**config.mk**
```make
export PLATFORM = sky130hd
export DESIGN_NAME = alu_ctrl_seq
export DESIGN_NICKNAME = d
export VERILOG_FILES = /design/src/rtl/alu_ctrl_seq.sv
export SDC_FILE = /design/constraint.sdc
export NUM_CORES = 1
export LEC_CHECK = 0
export ABC_AREA = 1
export BUFFER_PORTS_ARGS = -buffer_cell sky130_fd_sc_hd__buf_4
export CORE_UTILIZATION = 43
export CTS_CLUSTER_DIAMETER = 100
export DETAILED_ROUTE_END_ITERATION = 12
export GPL_TIMING_DRIVEN = 0
export PLACE_DENSITY = 0.76
export SLEW_MARGIN = 20
export SYNTH_ARGS = -nofsm -noshare
export SYNTH_HDL_FRONTEND = slang
export SYNTH_SLANG_ARGS = --single-unit
```
**constraint.sdc**
```tcl
create_clock -name clk -period 1.2 [get_ports clk]
set_clock_uncertainty 0.05 [all_clocks]
set_input_delay 0.24 -clock clk [delete_from_list [all_inputs] [get_ports clk]]
set_output_delay 0.24 -clock clk [all_outputs]
set_load 0.01 [all_outputs]
```
**src/rtl/alu_ctrl_seq.sv**
```systemverilog
// Registered ALU control decoder with a MULT/DIV occupancy sequencer for the ID/EX boundary.
// The sequencer exists only when ALU_CTRL_MULDIV_EN is defined; otherwise mult/div functs decode as illegal.
module alu_ctrl_seq #(
    parameter int MUL_CYCLES = 4,
    parameter int DIV_CYCLES = 32,
    parameter int CNT_W      = 6
) (
    input  logic       clk,
    input  logic       reset,
    input  logic       in_valid,
    output logic       in_ready,
    input  logic [1:0] ALUop,
    input  logic [5:0] funct,
    input  logic [5:0] opcode,
    input  logic       flush,
    output logic       out_valid,
    output logic [3:0] ALUctrl,
    output logic       illegal,
    output logic       md_busy,
    output logic       md_div,
    output logic       md_unsigned,
    output logic       hilo_we
);

    // Result packing: {is_muldiv, illegal, ctrl[3:0]}
    function automatic logic [5:0] decode(input logic [1:0] aluop,
                                          input logic [5:0] fn,
                                          input logic [5:0] op);
        logic [5:0] res;
        res = {1'b0, 1'b1, 4'b0010};
        case (aluop)
            2'b00: res = {1'b0, 1'b0, 4'b0010};
            2'b01: res = {1'b0, 1'b0, 4'b0110};
            2'b10: begin
                case (fn)
                    6'b100000, 6'b100001: res = {1'b0, 1'b0, 4'b0010};
                    6'b100010, 6'b100011: res = {1'b0, 1'b0, 4'b0110};
                    6'b100100:            res = {1'b0, 1'b0, 4'b0000};
                    6'b100101:            res = {1'b0, 1'b0, 4'b0001};
                    6'b100110:            res = {1'b0, 1'b0, 4'b0011};
                    6'b100111:            res = {1'b0, 1'b0, 4'b1100};
                    6'b101010:            res = {1'b0, 1'b0, 4'b0111};
                    6'b000000:            res = {1'b0, 1'b0, 4'b1000};
                    6'b000010:            res = {1'b0, 1'b0, 4'b1001};
                    6'b000011:            res = {1'b0, 1'b0, 4'b1010};
`ifdef ALU_CTRL_MULDIV_EN
                    6'b011000, 6'b011001: res = {1'b1, 1'b0, 4'b1101};
                    6'b011010, 6'b011011: res = {1'b1, 1'b0, 4'b1110};
`endif
                    default:              res = {1'b0, 1'b1, 4'b0010};
                endcase
            end
            2'b11: begin
                case (op)
                    6'b001000, 6'b001001: res = {1'b0, 1'b0, 4'b0010};
                    6'b001100:            res = {1'b0, 1'b0, 4'b0000};
                    6'b001101:            res = {1'b0, 1'b0, 4'b0001};
                    6'b001110:            res = {1'b0, 1'b0, 4'b0011};
                    6'b001010:            res = {1'b0, 1'b0, 4'b0111};
                    6'b001111:            res = {1'b0, 1'b0, 4'b1011};
                    default:              res = {1'b0, 1'b1, 4'b0010};
                endcase
            end
            default: res = {1'b0, 1'b1, 4'b0010};
        endcase
        return res;
    endfunction

    logic [5:0] dec_s;
    logic       accept_s;
    logic       out_valid_r;
    logic [3:0] alu_ctrl_r;
    logic       illegal_r;

    assign dec_s    = decode(ALUop, funct, opcode);
    assign accept_s = in_valid & in_ready & ~flush;

    // Output stage: load on accepted transfer, flush and idle cycles only drop valid
    always_ff @(posedge clk) begin
        if (reset) begin
            out_valid_r <= 1'b0;
            alu_ctrl_r  <= 4'b0000;
            illegal_r   <= 1'b0;
        end else if (accept_s) begin
            out_valid_r <= 1'b1;
            alu_ctrl_r  <= dec_s[3:0];
            illegal_r   <= dec_s[4];
        end else begin
            out_valid_r <= 1'b0;
        end
    end

    assign out_valid = out_valid_r;
    assign ALUctrl   = alu_ctrl_r;
    assign illegal   = illegal_r;

`ifdef ALU_CTRL_MULDIV_EN
    typedef enum logic [0:0] {ST_IDLE = 1'b0, ST_BUSY = 1'b1} state_t;

    localparam logic [CNT_W-1:0] MUL_LOAD = CNT_W'(MUL_CYCLES - 1);
    localparam logic [CNT_W-1:0] DIV_LOAD = CNT_W'(DIV_CYCLES - 1);
    localparam logic [CNT_W-1:0] CNT_ZERO = {CNT_W{1'b0}};
    localparam logic [CNT_W-1:0] CNT_ONE  = CNT_W'(1);

    state_t           state_r, state_nxt_s;
    logic [CNT_W-1:0] cnt_r, cnt_nxt_s;
    logic             md_div_r, md_div_nxt_s;
    logic             md_uns_r, md_uns_nxt_s;
    logic             hilo_we_r;

    // Sequencer next-state: start on accepted mult/div, count down, abort on flush
    always_comb begin
        state_nxt_s  = state_r;
        cnt_nxt_s    = cnt_r;
        md_div_nxt_s = md_div_r;
        md_uns_nxt_s = md_uns_r;
        case (state_r)
            ST_IDLE: begin
                if (accept_s && dec_s[5]) begin
                    state_nxt_s  = ST_BUSY;
                    cnt_nxt_s    = funct[1] ? DIV_LOAD : MUL_LOAD;
                    md_div_nxt_s = funct[1];
                    md_uns_nxt_s = funct[0];
                end else begin
                    state_nxt_s = ST_IDLE;
                end
            end
            ST_BUSY: begin
                if (flush) begin
                    state_nxt_s = ST_IDLE;
                    cnt_nxt_s   = CNT_ZERO;
                end else if (cnt_r == CNT_ZERO) begin
                    state_nxt_s = ST_IDLE;
                end else begin
                    cnt_nxt_s = cnt_r - CNT_ONE;
                end
            end
            default: begin
                state_nxt_s = ST_IDLE;
                cnt_nxt_s   = CNT_ZERO;
            end
        endcase
    end

    // Sequencer state; hilo_we is registered from the next-state so it marks the final busy cycle
    always_ff @(posedge clk) begin
        if (reset) begin
            state_r   <= ST_IDLE;
            cnt_r     <= CNT_ZERO;
            md_div_r  <= 1'b0;
            md_uns_r  <= 1'b0;
            hilo_we_r <= 1'b0;
        end else begin
            state_r   <= state_nxt_s;
            cnt_r     <= cnt_nxt_s;
            md_div_r  <= md_div_nxt_s;
            md_uns_r  <= md_uns_nxt_s;
            hilo_we_r <= (state_nxt_s == ST_BUSY) && (cnt_nxt_s == CNT_ZERO);
        end
    end

    assign in_ready    = (state_r == ST_IDLE);
    assign md_busy     = (state_r == ST_BUSY);
    assign md_div      = md_div_r;
    assign md_unsigned = md_uns_r;
    assign hilo_we     = hilo_we_r;
`else
    logic unused_s;
    assign unused_s    = dec_s[5] ^ (^CNT_W'(MUL_CYCLES + DIV_CYCLES));

    assign in_ready    = 1'b1;
    assign md_busy     = 1'b0;
    assign md_div      = 1'b0;
    assign md_unsigned = 1'b0;
    assign hilo_we     = 1'b0;
`endif

endmodule

```
==> flow_summary.json, run 1 <==
{
  "antenna_found_initial": 0,
  "placed_cell_area_sq_um": 777,
  "htreeDepth": 1,
  "fillCellCount": 117,
  "clk_path_buf_depth": 2,
  "place_hpwl_mm": 1.13,
  "synth_warnings": 0,
  "final_common_cell": "sky130_fd_sc_hd__buf_4",
  "globalRoute.totalOverflow": 0,
  "unrepaired_setup_endpoints_after_global_routing": "no",
  "synth.yosys.seq_area_share_pct": 20.9,
  "p_sw_mw": 0.178,
  "synth.area.mux_share_pct": 0,
  "layoutNonFillerInstCount": 141,
  "post_synth_instance_area_sq_um": 576,
  "detail_route.drc_violations": 0,
  "starting_density_pct": 49.1,
  "postSynthAreaPerCell_sq_um": 5.87,
  "chipWidth_um": 38.6,
  "top_level_ports": 29,
  "finalWorstSetupSlack_ns": 0.139,
  "synthesis.instances": 98,
  "area.growth.synth_to_final_pct": 38.9,
  "timing_worst_setup_path_type": "input port to register",
  "design.die.area_sq_mm": 0.00149,
  "cts_hold_buffers": 0,
  "wire_length_of_the_first_global_routing_pass_mm": 2.18,
  "initialDrtViolationCount": 19,
  "clock-sinks": 6,
  "dp_worst_setup_slack_ns": -0.0945,
  "final_nets": 147,
  "crit_path_start_kind": "input port",
  "power_frac_seq_pct": 36.5,
  "synth_xor_area_share_pct": 0,
  "postRouteAntennaNets": 0,
  "grt_pass1_vias": 585,
  "critPathArrivalTime_ns": 1.15,
  "path_clk_slew_ns": 0.05,
  "dpl.cell_count": 138,
  "design.core.area_sq_mm": 0.00117,
  "antenna_cells": 0,
  "power_per_cell_area_mw_per_mm2": 744,
  "cts_tree": "done",
  "layout.cells.most_common_list": "sky130_fd_sc_hd__buf_4 (28), sky130_fd_sc_hd__nand2_1 (21), sky130_fd_sc_hd__inv_1 (15)",
  "worst_hold_path_type": "input port to register",
  "cellInternalPower_mw": 0.417,
  "placement_rows": 12,
  "synth_adder_area_share_pct": 0,
  "drt-pass1-iter-count": 4,
  "grt_usage_pct": 21.1,
  "cts_resized": 0,
  "power.share.clock_pct": 31.0,
  "chipHeight_um": 38.6,
  "synth_cell_types": 20,
  "status": "completed",
  "route.vias.total": 671,
  "root_buffer": "sky130_fd_sc_hd__clkbuf_4",
  "final_setup_violating_endpoints": 0,
  "synth-simple-area-share_pct": 45.7,
  "timing.critical_path.required_ns": 1.28,
  "port-buffer-count": 23,
  "final_min_period_over_clock_period_pct": 88.4,
  "static-leakage-power_nw": 0.443,
  "finish.instance_area_sq_um": 800,
  "max-cap-violations": 0,
  "post-cts-setup-buffer-count": 0,
  "cp_max_fo": 7,
  "power.ir.vdd_worst_uv": 664,
  "avgViaCountPerCell": 4.76,
  "finalWeightedCongestion": 0.802,
  "timing.fmax_ghz": 0.943,
  "report.final.hold_viol_count": 0,
  "power.share.combinational_pct": 32.5,
  "totalWireLength_mm": 1.33,
  "ys_ff_latch": 6,
  "grt_max_degree": 8,
  "cts_buffers": 3,
  "synth_top_family_by_area": "simple AND/OR/NAND/NOR gates",
  "swShare_pct": 29.9,
  "timing_max_transition_violations_final": 0,
  "compound_cell_area_share_of_the_yosys_netlist_pct": 15.2,
  "worst_skew_pair_latency_ns": 0.23,
  "setup_tns_ns": 0,
  "worstSetupEndpointType": "register",
  "route.detailed.wl_per_inst_um": 9.45,
  "timing.final.crit_period_ns": 1.06,
  "share_of_cells_above_drive_strength_1_pct": 32.3
}
-- per-stage QoR --
stage	total power, mW	util (%)	hold slack, ns
after global routing	0.641	68.3	0.119
after CTS	0.599	68.3	0.127
after global placement	0.409	66.3	0.380
after detailed placement	0.412	66.3	0.378
after floorplan	0.324	-	0.252
final	0.595	68.3	0.130
-- power by group through the flow --
| stage | clock [mW] | combinational (mW) | sequential, mW |
|---|---|---|---|
| global route | 0.207 | 0.216 | 0.218 |
| CTS | 0.190 | 0.192 | 0.217 |
| detailed placement | 0 | 0.191 | 0.221 |
| floorplan | 0 | 0.0975 | 0.226 |
| global placement | 0 | 0.188 | 0.220 |
| finish | 0.185 | 0.193 | 0.217 |
-- final timing paths --
path	slack [ns]	end	startpoint	depth (start not counted)
worst max-delay path	0.14	illegal$_SDFFE_PP0P_	opcode[5]	6
worst min-delay path	0.13	ALUctrl[1]$_SDFFE_PP0P_	reset	2
worst max register to register	0.50	illegal$_SDFFE_PP0P_	illegal$_SDFFE_PP0P_	3
worst min register to register	0.42	ALUctrl[1]$_SDFFE_PP0P_	ALUctrl[1]$_SDFFE_PP0P_	2
-- cell usage after synthesis, drive strengths merged --
cell	count	share of area, %
nand2	21	14
nor2	19	17
inv	16	10
nand3	10	9.6
a21oi	6	6.5
dfxtp	6	21
buf	5	6.5
nand4	4	4.3
o21ai	4	3.5
conb	2	1.3
a311oi	1	1.5
a31oi	1	1.1
nand3b	1	1.3
o211ai	1	1.3
o21a	1	1.3
-- sequential cells by signal, indices dropped and copies added (netlist names) --
register,count
illegal,1
out_valid,1
ALUctrl,4
-- worst max-delay path, stage by stage --
cell                       delay (ns)
sky130_fd_sc_hd__buf_4           0.12
sky130_fd_sc_hd__nor2_4          0.16
sky130_fd_sc_hd__inv_1           0.06
sky130_fd_sc_hd__a311oi_1        0.31
sky130_fd_sc_hd__nor2_1          0.09
sky130_fd_sc_hd__o21a_1          0.17
-- routing by layer --
| layer | vias up | track usage [%] | wire length, um |
|---|---|---|---|
| met3 | 0 | 6.94 | 47 |
| met5 | - | 0 | 0 |
| met1 | 289 | 26.1 | 641 |
| met4 | 0 | 0 | 0 |
| met2 | 19 | 37.5 | 644 |
| li1 | 363 | - | - |
-- cell families (layout without fill, tap and decap cells) --
group           Yosys count  count (layout)
simple gates             55              55
buf+inv                  21              47
compound gates           14              14
flops                     6               6
other cells               2               5
-- cell type report --
cell class	instances	area (sq um)	area share, %
multi-input cells	74	369	46.2
repair buffers	23	173	21.6
flip-flops and latches	6	120	15.0
inverters	16	60.1	7.51
plain buffers	5	37.5	4.69
clock buffers	3	22.5	2.82
well taps	14	17.5	2.19
Note: power is estimated with default switching activity, not from simulation.
==> run 2: changes to the inputs <==
--- a/config.mk
+++ b/config.mk
@@ -8,7 +8,7 @@
 export ABC_AREA = 1
 export BUFFER_PORTS_ARGS = -buffer_cell sky130_fd_sc_hd__buf_4
 export CORE_UTILIZATION = 43
-export CTS_CLUSTER_DIAMETER = 100
+export CTS_CLUSTER_DIAMETER = 60
 export DETAILED_ROUTE_END_ITERATION = 12
 export GPL_TIMING_DRIVEN = 0
 export PLACE_DENSITY = 0.76
==> constraint.sdc (replaced) <==
create_clock -name clk -period 1.2 [get_ports clk]
set_clock_uncertainty 0.05 [all_clocks]
set_input_delay 0.12 -clock clk [delete_from_list [all_inputs] [get_ports clk]]
set_output_delay 0.12 -clock clk [all_outputs]
set_load 0.01 [all_outputs]
==> run 2 against run 1 <==
Compared with the run above: first-iteration DRC count down 32%; combinational power about the same; largest power group unchanged; clock power about the same.
==> flow_summary.json, run 2 (same netlist as run 1, synthesis figures left out) <==
{
  "timing.final.crit_period_ns": 0.972,
  "static-leakage-power_nw": 0.448,
  "postRouteAntennaNets": 0,
  "final_setup_violating_endpoints": 0,
  "post-cts-setup-buffer-count": 0,
  "htreeDepth": 1,
  "starting_density_pct": 49.1,
  "worst_path_largest_cell_delay_ns": 0.53,
  "worst_hold_path.endpoint": "ALUctrl[2]$_SDFFE_PP0P_",
  "finish.utilization_pct": 69.1,
  "path_clk_slew_ns": 0.04,
  "report.final.hold_viol_count": 0,
  "crit_path_slowest_cell": "sky130_fd_sc_hd__dlygate4sd3_1",
  "worstSetupEndpointType": "register",
  "clk_path_buf_depth": 2,
  "regToRegEndpoint": "illegal$_SDFFE_PP0P_",
  "initialDrtViolationCount": 13,
  "totalWireLength_mm": 1.33,
  "hold_path_origin": "ALUop[0]",
  "unrepaired_setup_endpoints_after_global_routing": "no",
  "finalWeightedCongestion": 0.802,
  "placement_rows": 12,
  "globalRoute.totalOverflow": 0,
  "cts_resized": 0,
  "antenna_cells": 0,
  "crit_chain": "dlygate4sd3_1 -> buf_4 -> inv_1 -> o21ai_0 -> a31oi_1",
  "worst_skew_pair_latency_ns": 0.23,
  "final_nets": 148,
  "cts_tree": "done",
  "worst_hold_path.num_cells": 3,
  "area.growth.synth_to_final_pct": 40.7,
  "max-cap-violations": 0,
  "design.die.area_sq_mm": 0.00149,
  "share_of_cells_above_drive_strength_1_pct": 32.0,
  "cts_buffers": 3,
  "design.core.area_sq_mm": 0.00117,
  "crit_path_start_kind": "input port",
  "clock-sinks": 6,
  "cpLargestDelayFamily": "buffers and inverters",
  "top_level_ports": 29,
  "worst_hold_path_type": "input port to register",
  "wire_length_of_the_first_global_routing_pass_mm": 2.18,
  "timing.reg2reg.worst_path_depth": 3,
  "reg2reg_from": "illegal$_SDFFE_PP0P_",
  "place_hpwl_mm": 1.13,
  "grt_pass1_vias": 585,
  "timing.critical_path.required_ns": 1.31,
  "largest_reg_flops": 4,
  "timing.reg2reg.setup_slack_ns": 0.50,
  "grt_usage_pct": 21.1,
  "route.detailed.wl_per_inst_um": 9.39,
  "timing.fmax_ghz": 1.03,
  "timing_max_transition_violations_final": 0,
  "chipHeight_um": 38.6,
  "port-buffer-count": 23,
  "critPathArrivalTime_ns": 1.09,
  "layout.cells.most_common_list": "sky130_fd_sc_hd__buf_4 (28), sky130_fd_sc_hd__nand2_1 (21), sky130_fd_sc_hd__inv_1 (15)",
  "detail_route.drc_violations": 0,
  "final_min_period_over_clock_period_pct": 81.0,
  "grt_max_degree": 8,
  "cp_max_fo": 4,
  "antenna_found_initial": 0,
  "status": "completed",
  "worstPathBufferInverterCount": 3,
  "drt-pass1-iter-count": 4,
  "setup_tns_ns": 0,
  "avgViaCountPerCell": 4.83,
  "final_common_cell": "sky130_fd_sc_hd__buf_4",
  "cts_hold_buffers": 0,
  "power_per_cell_area_mw_per_mm2": 735,
  "route.vias.total": 686,
  "timing_worst_setup_path_type": "input port to register",
  "chipWidth_um": 38.6,
  "power.ir.vdd_worst_uv": 679,
  "root_buffer": "sky130_fd_sc_hd__clkbuf_4"
}
-- run 2: cell types whose count changed in the layout (fill, tap and decap cells not counted), sizes merged --
cell	previous run	this run
dlygate4sd3	0	1
-- run 2: worst max-delay path by stage --
| stage | from | end | slack [ns] | cells after the start |
|---|---|---|---|---|
| 3_3_place_gp | flush | ALUctrl[1]$_SDFFE_PP0P_ | 0.02 | 6 |
| 3_5_place_dp | opcode[5] | illegal$_SDFFE_PP0P_ | 0.03 | 6 |
| 6_report | reset | ALUctrl[3]$_SDFFE_PP0P_ | 0.23 | 5 |
| 4_1_cts | opcode[5] | illegal$_SDFFE_PP0P_ | 0.27 | 6 |
| 5_1_grt | opcode[5] | illegal$_SDFFE_PP0P_ | 0.13 | 6 |
| 2_1_floorplan | opcode[5] | illegal$_SDFFE_PP0P_ | 0.27 | 5 |
-- run 2: layer usage --
layer | routed length, um | track usage [%] | part of all wire (%)
met1 | 617 | 26.1 | 46
met2 | 647 | 37.5 | 49
met3 | 69 | 6.94 | 5.2
met4 | 0 | 0 | 0
met5 | 0 | 0 | 0
-- run 2: cell type report --
type | count | area, sq um
clock buffer | 3 | 22.5
buffer | 5 | 37.5
timing repair buffer | 24 | 183
inverter | 16 | 60.1
tap | 14 | 17.5
fill | 116 | 362
sequential | 6 | 120
multi-input combinational | 74 | 369
-- run 2: stage by stage --
stage          power, mW  setup WS [ns]  hold WS (ns)  instance area (sq um)  instances
2_1_floorplan      0.324          0.274         0.132                    587        101
3_3_place_gp       0.409         0.0238         0.260                    777        138
3_5_place_dp       0.412         0.0255         0.258                    777        138
4_1_cts            0.599          0.268       0.00674                    800        141
5_1_grt            0.639          0.131         0.177                    810        142
6_report           0.595          0.228         0.170                    810        142
-- run 2: power breakdown --
group	internal [mW]	switching, mW
registers	0.212	0.00520
logic	0.0945	0.101
clock network	0.113	0.0687
-- run 2: worst register-to-register path: stages, from the launching register on --
cell and delay (ns):
sky130_fd_sc_hd__dfxtp_1 0.30, sky130_fd_sc_hd__nor2_1 0.10, sky130_fd_sc_hd__nor2_1 0.05, sky130_fd_sc_hd__o21a_1 0.09
